<file path="src/rtl/instr_prefetch_queue_pkg.sv">
// Shared ISA field geometry and queue defaults for the instruction prefetch path.
// The decode stage imports the same constants, so both stages split a word the same way.
package instr_prefetch_queue_pkg;

   localparam int DEF_WORD_WIDTH    = 16;
   localparam int DEF_OPCODE_WIDTH  = 7;
   localparam int DEF_OPERAND_WIDTH = 3;
   localparam int DEF_DEPTH         = 4;
   localparam int DEF_IMM_FLAG_BIT  = 6;

   // Position of the two-word flag inside a full instruction word.
   function automatic int imm_flag_pos(input int word_width, input int opcode_width,
                                       input int imm_flag_bit);
      return word_width - opcode_width + imm_flag_bit;
   endfunction

endpackage

</file>
<file path="src/rtl/instr_prefetch_queue_if.sv">
// Fetch-side and decode-side handshake bundle of the instruction prefetch queue.
// The fetch/decode stages use the master modport; the queue uses the slave modport.
interface instr_prefetch_queue_if
   import instr_prefetch_queue_pkg::*;
#(
   parameter int WORD_WIDTH    = DEF_WORD_WIDTH,
   parameter int OPCODE_WIDTH  = DEF_OPCODE_WIDTH,
   parameter int OPERAND_WIDTH = DEF_OPERAND_WIDTH
);
   logic                     in_valid;
   logic                     in_ready;
   logic [WORD_WIDTH-1:0]    in_word;
   logic                     flush;
   logic                     out_valid;
   logic                     out_ready;
   logic [OPCODE_WIDTH-1:0]  out_opcode;
   logic [OPERAND_WIDTH-1:0] out_op0;
   logic [OPERAND_WIDTH-1:0] out_op1;
   logic [OPERAND_WIDTH-1:0] out_op2;
   logic [WORD_WIDTH-1:0]    out_imm;
   logic                     out_long;

   modport master (
      output in_valid, in_word, flush, out_ready,
      input  in_ready, out_valid, out_opcode, out_op0, out_op1, out_op2, out_imm, out_long
   );

   modport slave (
      input  in_valid, in_word, flush, out_ready,
      output in_ready, out_valid, out_opcode, out_op0, out_op1, out_op2, out_imm, out_long
   );
endinterface

</file>
<file path="src/rtl/instr_queue_mem.sv">
// DEPTH x WORD_WIDTH register file holding queued instruction words.
// It has one write port and two asynchronous read ports (head and head+1, wrapping).
module instr_queue_mem
   import instr_prefetch_queue_pkg::*;
#(
   parameter int  WORD_WIDTH = DEF_WORD_WIDTH,
   parameter int  DEPTH      = DEF_DEPTH,
   localparam int AW         = $clog2(DEPTH)
)(
   input  logic                  clock,
   input  logic                  wr_en,
   input  logic [AW-1:0]         wr_addr,
   input  logic [WORD_WIDTH-1:0] wr_data,
   input  logic [AW-1:0]         rd_addr,
   output logic [WORD_WIDTH-1:0] head,
   output logic [WORD_WIDTH-1:0] next
);
   logic [WORD_WIDTH-1:0] storage [DEPTH];

   always_ff @(posedge clock) begin
      if (wr_en) begin
         storage[wr_addr] <= wr_data;
      end
   end

   // Power-of-two depth lets the address wrap naturally. This allows an immediate to straddle the end of the queue.
   assign head = storage[rd_addr];
   assign next = storage[rd_addr + AW'(1)];

endmodule

</file>
<file path="src/rtl/instr_prefetch_queue.sv">
// Prefetch queue between fetch and decode. It splits the head word into fields.
// It holds back two-word instructions until their immediate word has also arrived.
module instr_prefetch_queue
   import instr_prefetch_queue_pkg::*;
#(
   parameter int WORD_WIDTH    = DEF_WORD_WIDTH,
   parameter int OPCODE_WIDTH  = DEF_OPCODE_WIDTH,
   parameter int OPERAND_WIDTH = DEF_OPERAND_WIDTH,
   parameter int DEPTH         = DEF_DEPTH,
   parameter int IMM_FLAG_BIT  = DEF_IMM_FLAG_BIT
)(
   input  logic                    clock,
   input  logic                    not_reset,
   instr_prefetch_queue_if.slave   bus
);
   localparam int AW       = $clog2(DEPTH);
   localparam int CW       = $clog2(DEPTH + 1);
   localparam int FLAG_POS = imm_flag_pos(WORD_WIDTH, OPCODE_WIDTH, IMM_FLAG_BIT);

   logic [AW-1:0]         rd_ptr;
   logic [AW-1:0]         wr_ptr;
   logic [CW-1:0]         count;
   logic [CW-1:0]         pop_cnt;
   logic [WORD_WIDTH-1:0] head_word;
   logic [WORD_WIDTH-1:0] next_word;
   logic                  has_one;
   logic                  has_two;
   logic                  is_long;
   logic                  push;
   logic                  pop;

   instr_queue_mem #(
      .WORD_WIDTH (WORD_WIDTH),
      .DEPTH      (DEPTH)
   ) u_mem (
      .clock   (clock),
      .wr_en   (push && !bus.flush),
      .wr_addr (wr_ptr),
      .wr_data (bus.in_word),
      .rd_addr (rd_ptr),
      .head    (head_word),
      .next    (next_word)
   );

   // Gate with not_reset so the outputs are quiet during reset, before the count register is cleared.
   assign has_one = not_reset && (count != '0);
   assign has_two = not_reset && (count > CW'(1));
   assign is_long = has_one && head_word[FLAG_POS];

   assign bus.in_ready   = not_reset && (count != CW'(DEPTH));
   assign bus.out_long   = is_long;
   assign bus.out_valid  = is_long ? has_two : has_one;
   assign bus.out_opcode = head_word[WORD_WIDTH-1 -: OPCODE_WIDTH];
   assign bus.out_op0    = head_word[3*OPERAND_WIDTH-1 -: OPERAND_WIDTH];
   assign bus.out_op1    = head_word[2*OPERAND_WIDTH-1 -: OPERAND_WIDTH];
   assign bus.out_op2    = head_word[OPERAND_WIDTH-1:0];
   assign bus.out_imm    = is_long ? next_word : '0;

   assign push    = bus.in_valid && bus.in_ready;
   assign pop     = bus.out_valid && bus.out_ready;
   assign pop_cnt = !pop ? '0 : (is_long ? CW'(2) : CW'(1));

   always_ff @(posedge clock) begin
      if (!not_reset || bus.flush) begin
         rd_ptr <= '0;
         wr_ptr <= '0;
         count  <= '0;
      end else begin
         rd_ptr <= rd_ptr + AW'(pop_cnt);
         wr_ptr <= wr_ptr + AW'(push);
         count  <= count + CW'(push) - pop_cnt;
      end
   end

endmodule

</file>
<file path="src/flat_wrapper.sv">
// flat-port wrapper written by rule: the top's interface ports become plain ports
module instr_prefetch_queue_flat import instr_prefetch_queue_pkg::*;
#(
   parameter int WORD_WIDTH    = DEF_WORD_WIDTH,
   parameter int OPCODE_WIDTH  = DEF_OPCODE_WIDTH,
   parameter int OPERAND_WIDTH = DEF_OPERAND_WIDTH,
   parameter int DEPTH         = DEF_DEPTH,
   parameter int IMM_FLAG_BIT  = DEF_IMM_FLAG_BIT
)
  (clock, not_reset, bus_in_valid, bus_in_word, bus_flush, bus_out_ready, bus_in_ready, bus_out_valid, bus_out_opcode, bus_out_op0, bus_out_op1, bus_out_op2, bus_out_imm, bus_out_long);
  instr_prefetch_queue_if #(.WORD_WIDTH(WORD_WIDTH), .OPCODE_WIDTH(OPCODE_WIDTH), .OPERAND_WIDTH(OPERAND_WIDTH)) bus_i ();
  input  logic clock;
  input  logic not_reset;
  input wire logic [$bits(bus_i.in_valid)-1:0] bus_in_valid;
  input wire logic [$bits(bus_i.in_word)-1:0] bus_in_word;
  input wire logic [$bits(bus_i.flush)-1:0] bus_flush;
  input wire logic [$bits(bus_i.out_ready)-1:0] bus_out_ready;
  output wire logic [$bits(bus_i.in_ready)-1:0] bus_in_ready;
  output wire logic [$bits(bus_i.out_valid)-1:0] bus_out_valid;
  output wire logic [$bits(bus_i.out_opcode)-1:0] bus_out_opcode;
  output wire logic [$bits(bus_i.out_op0)-1:0] bus_out_op0;
  output wire logic [$bits(bus_i.out_op1)-1:0] bus_out_op1;
  output wire logic [$bits(bus_i.out_op2)-1:0] bus_out_op2;
  output wire logic [$bits(bus_i.out_imm)-1:0] bus_out_imm;
  output wire logic [$bits(bus_i.out_long)-1:0] bus_out_long;
  assign bus_i.in_valid = bus_in_valid;
  assign bus_i.in_word = bus_in_word;
  assign bus_i.flush = bus_flush;
  assign bus_i.out_ready = bus_out_ready;
  assign bus_in_ready = bus_i.in_ready;
  assign bus_out_valid = bus_i.out_valid;
  assign bus_out_opcode = bus_i.out_opcode;
  assign bus_out_op0 = bus_i.out_op0;
  assign bus_out_op1 = bus_i.out_op1;
  assign bus_out_op2 = bus_i.out_op2;
  assign bus_out_imm = bus_i.out_imm;
  assign bus_out_long = bus_i.out_long;
  instr_prefetch_queue #(.WORD_WIDTH(WORD_WIDTH), .OPCODE_WIDTH(OPCODE_WIDTH), .OPERAND_WIDTH(OPERAND_WIDTH), .DEPTH(DEPTH), .IMM_FLAG_BIT(IMM_FLAG_BIT)) u_core (.clock(clock), .not_reset(not_reset), .bus(bus_i));
endmodule
</file>
<file path="config.mk">
export PLATFORM = sky130hd
export DESIGN_NAME = instr_prefetch_queue_flat
export DESIGN_NICKNAME = d
export VERILOG_FILES = /design/src/rtl/instr_prefetch_queue_pkg.sv /design/src/rtl/instr_prefetch_queue_if.sv /design/src/rtl/instr_queue_mem.sv /design/src/rtl/instr_prefetch_queue.sv /design/src/flat_wrapper.sv
export SDC_FILE = /design/constraint.sdc
export NUM_CORES = 1
export LEC_CHECK = 0
export BUFFER_PORTS_ARGS = -buffer_cell sky130_fd_sc_hd__buf_2
export CAP_MARGIN = 20
export CORE_AREA = 2 2 80 82
export CTS_CLUSTER_SIZE = 16
export DETAILED_ROUTE_END_ITERATION = 10
export DIE_AREA = 0 0 82 84
export PLACE_DENSITY = 0.81
export RECOVER_POWER = 100
export SETUP_SLACK_MARGIN = 0.4
export SYNTH_ARGS = -nofsm -noshare
export SYNTH_HDL_FRONTEND = slang
export SYNTH_SLANG_ARGS = --single-unit
</file>
<file path="constraint.sdc">
create_clock -name clock -period 3.1 [get_ports clock]
set_clock_uncertainty 0.1 [all_clocks]
set_input_delay 0.155 -clock clock [delete_from_list [all_inputs] [get_ports clock]]
set_output_delay 0.155 -clock clock [all_outputs]
set_load 0.02 [all_outputs]
</file>
==> impl_metrics.json <==
{
  "status": "completed",
  "diodes": 0,
  "cts-buffers-inserted": 9,
  "critPathCaptureType": "flop",
  "vias": 1920,
  "synth-seq-cells": 71,
  "post-route-period-util": 0.840,
  "drtIter0Drc": 113,
  "die-area_um2": 6890,
  "syn_inst": 176,
  "power_mw": 1.78,
  "regArea_um2": 2060,
  "coreArea_um2": 6100,
  "grt_pass1_vias": 1897,
  "dieHeight_um": 84,
  "start_util": 0.533,
  "yosysWarnings": 0,
  "vias_per_cell": 5.70,
  "crit_start": "u_core.u_mem.storage[2][15]$_DFFE_PP_",
  "wl_per_cell_um": 17.9,
  "rsz0062_at_grt": "no",
  "final_cell_mix": "edfxtp_1 (64), clkbuf_1 (56), mux4_2 (31), nor2b_1 (17), dlygate4sd3_1 (16)",
  "cp-start-kind": "flop",
  "timing.fmax_mhz": 384,
  "syn_avg_cell_area_um2": 18.5,
  "tightest_slew_ps": 946,
  "power.density_nw_per_um2": 460,
  "num_rows": 29,
  "totalWireLength_um": 6020,
  "worstPathRequired_ps": 3210,
  "clock_path_buffers": 2,
  "p_sw_mw": 0.361,
  "drive_above_1_share": 0.208,
  "numPortBuffers": 55,
  "hold_path_startpoint": "bus_flush",
  "cts_tree": "yes",
  "clk_pin_slew_worst_paths_ps": 70,
  "num_io_pins": 56,
  "fin_nets": 280,
  "yosysSeqAreaShare": 0.634,
  "setup_tns_ps": 0,
  "report.final.setup_viol": 0,
  "drc": 0,
  "cts_max_level": 3,
  "cap_violations": 0,
  "gp_congestion": 0.796,
  "seqPwrFrac": 0.593,
  "power_frac_comb": 0.048,
  "hold_violations": 0,
  "clockRootBuffer": "clkbuf_8",
  "p_leak_nw": 1.20,
  "clk_latency_ps": 330,
  "grt_util_all_layers": 0.187,
  "intPower_mw": 1.42,
  "maxSlewViolCount": 0,
  "multi_input_area_um2": 1130,
  "clockPowerShare": 0.359,
  "p_sw_frac": 0.203,
  "crit_type": "reg -> reg",
  "min_path_type": "in -> reg",
  "syn_nets": 201,
  "fillers": 461,
  "syn_area_um2": 3250,
  "synth_cell_types": 31,
  "die_x_um": 82,
  "fin_crit_ps": 2600,
  "slew-limit-headroom": 0.370,
  "reg2reg_from": "u_core.u_mem.storage[2][15]$_DFFE_PP_",
  "firstDrtPassIters": 4,
  "ant_nets": 0,
  "arrival_ps": 2720,
  "peakVddDrop_uv": 278,
  "grt_start_max_net_pins": 37,
  "antenna_found_initial": 0,
  "cts.sinks": 71,
  "syn_to_final_growth_pct": 19.3,
  "grt_first_pass_wirelength_um": 9230,
  "hpwl_um": 3970,
  "grt-ovfl-total": 0,
  "crit_fanout": 7,
  "layout_commonest_cell": "edfxtp_1"
}
-- flip-flops by register name, indices dropped and copies added, names as in the netlist --
name                  count
u_core.count              3
u_core.rd_ptr             2
u_core.u_mem.storage     64
u_core.wr_ptr             2
-- Yosys cell counts --
library cell,n,share of area
o31ai_1,1,0.0023
buf_2,5,0.0077
nand3_1,2,0.0031
dfxtp_1,7,0.043
nor3b_1,3,0.0069
clkbuf_1,3,0.0035
o21bai_1,1,0.0023
a311oi_1,1,0.0027
or4_1,1,0.0023
or4_4,1,0.0035
nor3_1,2,0.0031
edfxtp_1,64,0.59
or3b_2,1,0.0027
nand2b_1,2,0.0038
o21ai_0,1,0.0015
xnor2_1,5,0.013
a211oi_1,1,0.0023
nor2b_1,17,0.033
mux2i_1,2,0.0062
nand2_1,4,0.0046
buf_6,1,0.0035
and2_1,4,0.0077
and3_1,2,0.0038
or3_1,1,0.0019
ha_1,3,0.012
mux4_2,31,0.21
inv_1,2,0.0023
nor2_1,5,0.0058
a21oi_1,1,0.0015
fa_1,1,0.0062
a21boi_0,1,0.0023
-- layout make-up --
type	count	area share
inverters	2	0.00193
multi-input cells	94	0.292
clock buffers	13	0.0410
clock inverters	3	0.00484
well taps	77	0.0248
flip-flops and latches	71	0.532
repair buffers	77	0.104
-- worst max-delay path, stage by stage, from the launching register on --
cell      delay, ps
edfxtp_1        420
mux4_2          560
or4_1           580
fa_1            430
xnor2_1         210
xnor2_1         150
nor2_1           60
-- worst paths after layout --
check | to | slack (ps) | cells past startpoint
setup reg to reg | u_core.count[2]$_SDFF_PP0_ | 500 | 6
hold reg to reg | u_core.wr_ptr[1]$_SDFF_PP0_ | 460 | 2
setup / recovery | u_core.count[2]$_SDFF_PP0_ | 500 | 6
hold / removal | u_core.count[1]$_SDFF_PP0_ | 80 | 3
-- power by group through the flow --
stage	Combinational, mW	Clock, mW	Sequential [mW]
5_1_grt	0.0936	0.691	1.06
4_1_cts	0.0912	0.656	1.06
3_3_place_gp	0.0738	0	1.08
2_1_floorplan	0.0383	0	1.08
3_5_place_dp	0.0754	0	1.08
6_report	0.0852	0.641	1.06
-- layer usage --
layer	wire, um	global-route usage	share of wire
met1	2490	0.242	0.41
met2	3090	0.304	0.51
met3	319	0.0325	0.053
met4	115	0.0894	0.019
met5	0	0	0
-- cells by family after synthesis --
group,share of synthesized area
fa+ha+maj,0.0177
compound gates,0.0150
mux,0.221
buf+inv,0.0169
xor+xnor,0.0135
simple gates,0.0820
flops,0.634
-- stage by stage --
step	std cells	utilization	hold WS [ps]	worst slack, ps	cell area, um^2
floorplan	176	-	154	523	3250
global placement	305	0.597	268	611	3640
detailed placement	305	0.597	271	567	3640
CTS	337	0.652	65.8	547	3980
global route	337	0.636	101	417	3880
finish	337	0.636	80.7	495	3880
-- timing repair --
item,in CTS,in global routing
endpoints found under the hold margin,64,0
buffers inserted,0,0
gates resized for setup,0,0
setup endpoints to repair,0,0
hold buffers,16,0
(Power assumes the default switching activity.)
